`config.mk`:
```
export PLATFORM = sky130hd
export DESIGN_NAME = evt_readout_scheduler
export DESIGN_NICKNAME = d
export VERILOG_FILES = /design/src/rtl/evt_readout_scheduler.sv
export SDC_FILE = /design/constraint.sdc
export NUM_CORES = 1
export LEC_CHECK = 0
export CAP_MARGIN = 25
export CORE_UTILIZATION = 39
export CTS_CLUSTER_SIZE = 10
export DETAILED_ROUTE_END_ITERATION = 16
export PLACE_DENSITY_LB_ADDON = 0.25
export SLEW_MARGIN = 30
export SYNTH_ARGS = -nofsm -noshare
export SYNTH_HDL_FRONTEND = slang
export SYNTH_SLANG_ARGS = --single-unit
```
`constraint.sdc`:
```
create_clock -name clk -period 5 [get_ports clk]
set_clock_uncertainty 0.15 [all_clocks]
set_input_delay 1 -clock clk [delete_from_list [all_inputs] [get_ports clk]]
set_output_delay 1 -clock clk [all_outputs]
set_load 0.01 [all_outputs]
```
`src/rtl/evt_readout_scheduler.sv`:
```
// Merges one event per channel FIFO into a single header/payload/trailer stream.
// Optional stall-timeout abort is built when EVT_TIMEOUT_EN is defined.
module evt_readout_scheduler #(
  parameter int NCH     = 2,
  parameter int TMO_CYC = 65535
) (
  input  logic             clk,
  input  logic             reset,
  input  logic             need_check,
  input  logic [NCH-1:0]   ch_empty,
  input  logic [16*NCH-1:0] ch_dout,
  output logic [NCH-1:0]   ch_rd_en,
  input  logic             tx_ready,
  output logic             tx_valid,
  output logic [15:0]      tx_data,
  output logic [15:0]      evt_tx,
  output logic             busy,
  output logic             err_timeout
);

  localparam int CW = (NCH > 1) ? $clog2(NCH) : 1;

  typedef enum logic [1:0] {
    IDLE,
    HDR,
    PAY,
    TRL
  } state_t;

  state_t        state, state_n;
  logic [3:0]    pend;
  logic [CW-1:0] sel, sel_n;
  logic [11:0]   cnt, cnt_n;
  logic [15:0]   head;
  logic          head_empty;
  logic          last_ch;
  logic          xfer;
  logic          done;
  logic          abort;
  logic          tmo_hit;

  assign head       = ch_dout[16*int'(sel) +: 16];
  assign head_empty = ch_empty[sel];
  assign last_ch    = (int'(sel) == NCH - 1);
  assign busy       = (state != IDLE) && !reset;

`ifdef EVT_TIMEOUT_EN
  logic [15:0] stall;
  logic        stalled;

  assign stalled = ((state == HDR) || (state == PAY)) && head_empty;
  assign tmo_hit = stalled && !reset && (stall == 16'(TMO_CYC - 1));

  always_ff @(posedge clk) begin
    if (reset) begin
      stall       <= '0;
      abort       <= 1'b0;
      err_timeout <= 1'b0;
    end else begin
      if (stalled && !tmo_hit) stall <= stall + 16'd1;
      else                     stall <= '0;
      if (tmo_hit) begin
        abort       <= 1'b1;
        err_timeout <= 1'b1;
      end else if (done) begin
        abort <= 1'b0;
      end
    end
  end
`else
  assign tmo_hit     = 1'b0;
  assign abort       = 1'b0;
  assign err_timeout = 1'b0;
`endif

  always_comb begin
    state_n  = state;
    sel_n    = sel;
    cnt_n    = cnt;
    tx_valid = 1'b0;
    tx_data  = head;
    xfer     = 1'b0;
    done     = 1'b0;
    ch_rd_en = '0;
    unique case (state)
      IDLE: begin
        if ((pend != 4'd0) || need_check) begin
          state_n = HDR;
          sel_n   = '0;
        end
      end
      HDR: begin
        tx_valid = !head_empty;
        xfer     = tx_valid && tx_ready;
        if (xfer) begin
          if (head[11:0] == 12'd0) begin
            if (last_ch) state_n = TRL;
            else         sel_n   = sel + 1'b1;
          end else begin
            cnt_n   = head[11:0];
            state_n = PAY;
          end
        end
      end
      PAY: begin
        tx_valid = !head_empty;
        xfer     = tx_valid && tx_ready;
        if (xfer) begin
          if (cnt == 12'd1) begin
            if (last_ch) begin
              state_n = TRL;
            end else begin
              sel_n   = sel + 1'b1;
              state_n = HDR;
            end
          end else begin
            cnt_n = cnt - 12'd1;
          end
        end
      end
      TRL: begin
        tx_valid = 1'b1;
        tx_data  = {abort ? 4'hF : 4'hE, evt_tx[11:0]};
        done     = tx_ready;
        if (tx_ready) state_n = IDLE;
      end
      default: state_n = IDLE;
    endcase
    if (tmo_hit) state_n = TRL;
    // outputs stay quiet while reset is asserted, whatever the state
    if (reset) begin
      tx_valid = 1'b0;
      xfer     = 1'b0;
      done     = 1'b0;
    end
    ch_rd_en[sel] = xfer;
  end

  always_ff @(posedge clk) begin
    if (reset) begin
      state  <= IDLE;
      sel    <= '0;
      cnt    <= '0;
      evt_tx <= '0;
    end else begin
      state <= state_n;
      sel   <= sel_n;
      cnt   <= cnt_n;
      if (done) evt_tx <= evt_tx + 16'd1;
    end
  end

  always_ff @(posedge clk) begin
    if (reset) begin
      pend <= '0;
    end else if (need_check && !done) begin
      if (pend != 4'd15) pend <= pend + 4'd1;
    end else if (done && !need_check) begin
      pend <= pend - 4'd1;
    end
  end

endmodule

```
==> results.py <==
metrics = {
    "placement": {
        "place_hpwl_mm": 5.29,
        "portBuffers": 73,
        "dp_slack_ps": 1280,
        "gp_congestion": 0.800,
        "dp_cells": 432,
    },
    "timing": {
        "final_hold_viol_count": 0,
        "rsz0062_at_grt": "false",
        "fmax_mhz": 267,
        "holdWs_ps": 346,
        "fin_crit_ps": 3740,
        "tns_ps": 0,
        "max_slew_margin_pct": 39.9,
        "tightestPinTransition_ps": 902,
        "drv_slew": 0,
        "finalSetupViolCount": 0,
        "worst_slack_ps": 1260,
        "period_share_pct": 74.9,
    },
    "power": {
        "seq_power_share_pct": 28.1,
        "power.switching_uw": 532,
        "switching_share_pct": 38.7,
        "p_leak_nw": 1.22,
        "ir_drop_mv": 0.200,
        "internal-power_uw": 844,
        "p_clk_share_pct": 19.6,
        "p_comb_share_pct": 52.3,
        "cellPowerDensity_nw_per_um2": 399,
    },
    "floorplan": {
        "die_w_um": 83.3,
        "io-pin-count": 75,
        "die_y_um": 83.3,
        "core-area_um2": 6350,
        "placementRows": 29,
        "initial_core_util_pct": 40.6,
        "die_area_um2": 6940,
    },
    "layout": {
        "final_cells": 440,
        "multi_input_area_um2": 1770,
        "regArea_um2": 702,
        "drive_gt1_share_pct": 14.0,
        "fin_util_pct": 54.4,
        "antenna_cells": 0,
        "fillers": 574,
        "fin_nets": 410,
        "areaGrowthSynthToFinish_pct": 33.9,
    },
    "clock_network": {
        "clock-sinks": 35,
        "hold_buffers": 0,
        "cts_buffer_depth": 2,
        "cts.repair.resized": 0,
        "htreeDepth": 2,
        "cts_setup_buffers": 0,
        "cts_tree": "yes",
        "worstSkewPairLatency_ps": 290,
        "ctsRootBufferMaster": "clkbuf_8",
        "cts.clk_slew.worst_paths_ps": 70,
        "numCtsBuffers": 5,
    },
    "global_routing": {
        "grt_usage_pct": 21.0,
        "grt_pass1_vias": 2337,
        "grt_max_degree": 46,
        "antenna_found_initial": 0,
        "overflow": 0,
        "grt_pass1_wl_mm": 11.8,
    },
    "synthesis": {
        "synth_ff_type": "dfxtp_1",
        "netlist_area_um2": 2580,
        "synth_nets": 345,
        "yosys_register_bits": 35,
        "synthArstFlopShare_pct": 0,
        "synth-edff-count": 0,
        "synth_cell_types": 62,
        "synth-warning-count": 0,
        "seq_area_frac_synth_pct": 27.2,
        "avgSynthCellArea_um2": 8.68,
        "synthCells": 297,
    },
    "outcome": {
        "status": "finished clean",
    },
    "routing": {
        "wl_per_cell_um": 16.2,
        "first_pass_iters": 4,
        "dr.first_iter.drc_count": 250,
        "vias_per_cell": 5.70,
        "wl_mm": 7.14,
        "ant_nets": 0,
        "vias": 2510,
        "drc": 0,
    },
    "worst_setup_path": {
        "required_ps": 3850,
        "crit_arrival_ps": 2590,
        "worst_setup_path_start_kind": "primary input",
        "end_kind": "output pin",
        "critical_path_class": "primary input to output pin",
        "crit_path_max_fanout": 10,
    },
    "worst_hold_path": {
        "hold_path.class": "flip-flop to flip-flop",
    },
    "job": {
        "max_cap_violations": 0,
    },
}
[sequential cells by signal, summed over array words and instances (netlist names)]
| register | cells |
|---|---|
| last_ch | 1 |
| state | 2 |
| pend | 4 |
| cnt | 12 |
| evt_tx | 16 |
[critical path, cell delays in order]
cell	delay, ps
clkdlybuf4s50_1	720
nand2_1	130
nor3_1	190
clkdlybuf4s50_1	570
[per-stage QoR]
stage	instance area [µm²]	power [mW]
2_1_floorplan	2580	0.871
5_1_grt	3450	1.47
6_report	3450	1.38
4_1_cts	3450	1.38
3_3_place_gp	3330	1.10
3_5_place_dp	3330	1.11
[layer usage]
layer	track usage, %	up-vias	wire length, µm
li1	-	1231	-
met1	29.2	1169	3340
met2	32.7	101	3180
met3	4.27	9	509
met4	6.11	0	108
met5	0	-	0
[cell usage in the layout (no fill, tap or decap), types with 9 or more instances in the layout]
cell,netlist,final
a21oi_1,16,16
clkdlybuf4s50_1,0,73
dfxtp_1,35,34
ha_1,9,9
mux2_2,23,23
nand2_1,23,23
nand2b_1,15,15
nor2_1,27,27
nor3_1,9,9
[path summary, 6_finish.rpt]
path / to / slack (ps) / cells past startpoint / startpoint
setup / recovery: ch_rd_en[0] / 1260 / 4 / tx_ready
hold / removal: cnt[11] / 350 / 2 / cnt[11]
hold reg to reg: cnt[11] / 350 / 2 / cnt[11]
setup reg to reg: cnt[7] / 2060 / 6 / state[0]
[area by class of cell]
class | instances | share of cell area [%]
Inverter | 8 | 0.870
Tap cell | 77 | 2.79
Multi-Input combinational cell | 238 | 51.2
Timing Repair Buffer | 74 | 21.4
Clock inverter | 2 | 1.01
Clock buffer | 6 | 2.39
Sequential cell | 35 | 20.3
[power by group through the flow]
stage	clock network (mW)	registers [mW]	logic, mW
6_report	0.271	0.387	0.720
5_1_grt	0.287	0.395	0.786
4_1_cts	0.274	0.386	0.717
3_5_place_dp	0	0.392	0.713
3_3_place_gp	0	0.390	0.708
2_1_floorplan	0	0.346	0.525
[logic make-up (layout without fill, tap and decap cells)]
| kind of cell | count (synthesis) | count (layout) | share of synthesized area [%] |
|---|---|---|---|
| AOI/OAI and AO/OA | 61 | 61 | 17.5 |
| xor gates and xnor gates | 16 | 16 | 5.43 |
| adders and majority gates | 10 | 10 | 5.14 |
| buffers and inverters | 24 | 90 | 4.27 |
| DFF | 35 | 35 | 27.2 |
| muxes | 32 | 32 | 14.0 |
| other | 1 | 1 | 0.145 |
| and+or+nand+nor | 118 | 118 | 26.3 |
[cells in the mapped netlist, types with 3 or more instances]
cell	instances	area (µm²)
o32ai_1	8	70.1
nor4_1	6	37.5
a211oi_1	7	52.6
clkbuf_1	6	22.5
nor3_1	9	45.0
buf_1	3	11.3
and3_1	7	43.8
mux2i_1	8	80.1
mux2_2	23	259
xor2_1	8	70.1
nand2b_1	15	93.8
nand3_1	3	15.0
nand2_1	23	86.3
dfxtp_1	35	701
ha_1	9	113
nor2_1	27	101
a21oi_1	16	80.1
o2111ai_1	3	26.3
buf_2	4	20.0
xnor2_1	8	70.1
nand4_1	7	43.8
inv_1	8	30.0
o21ai_0	7	35.0
Power figures use the tool's default switching activity.
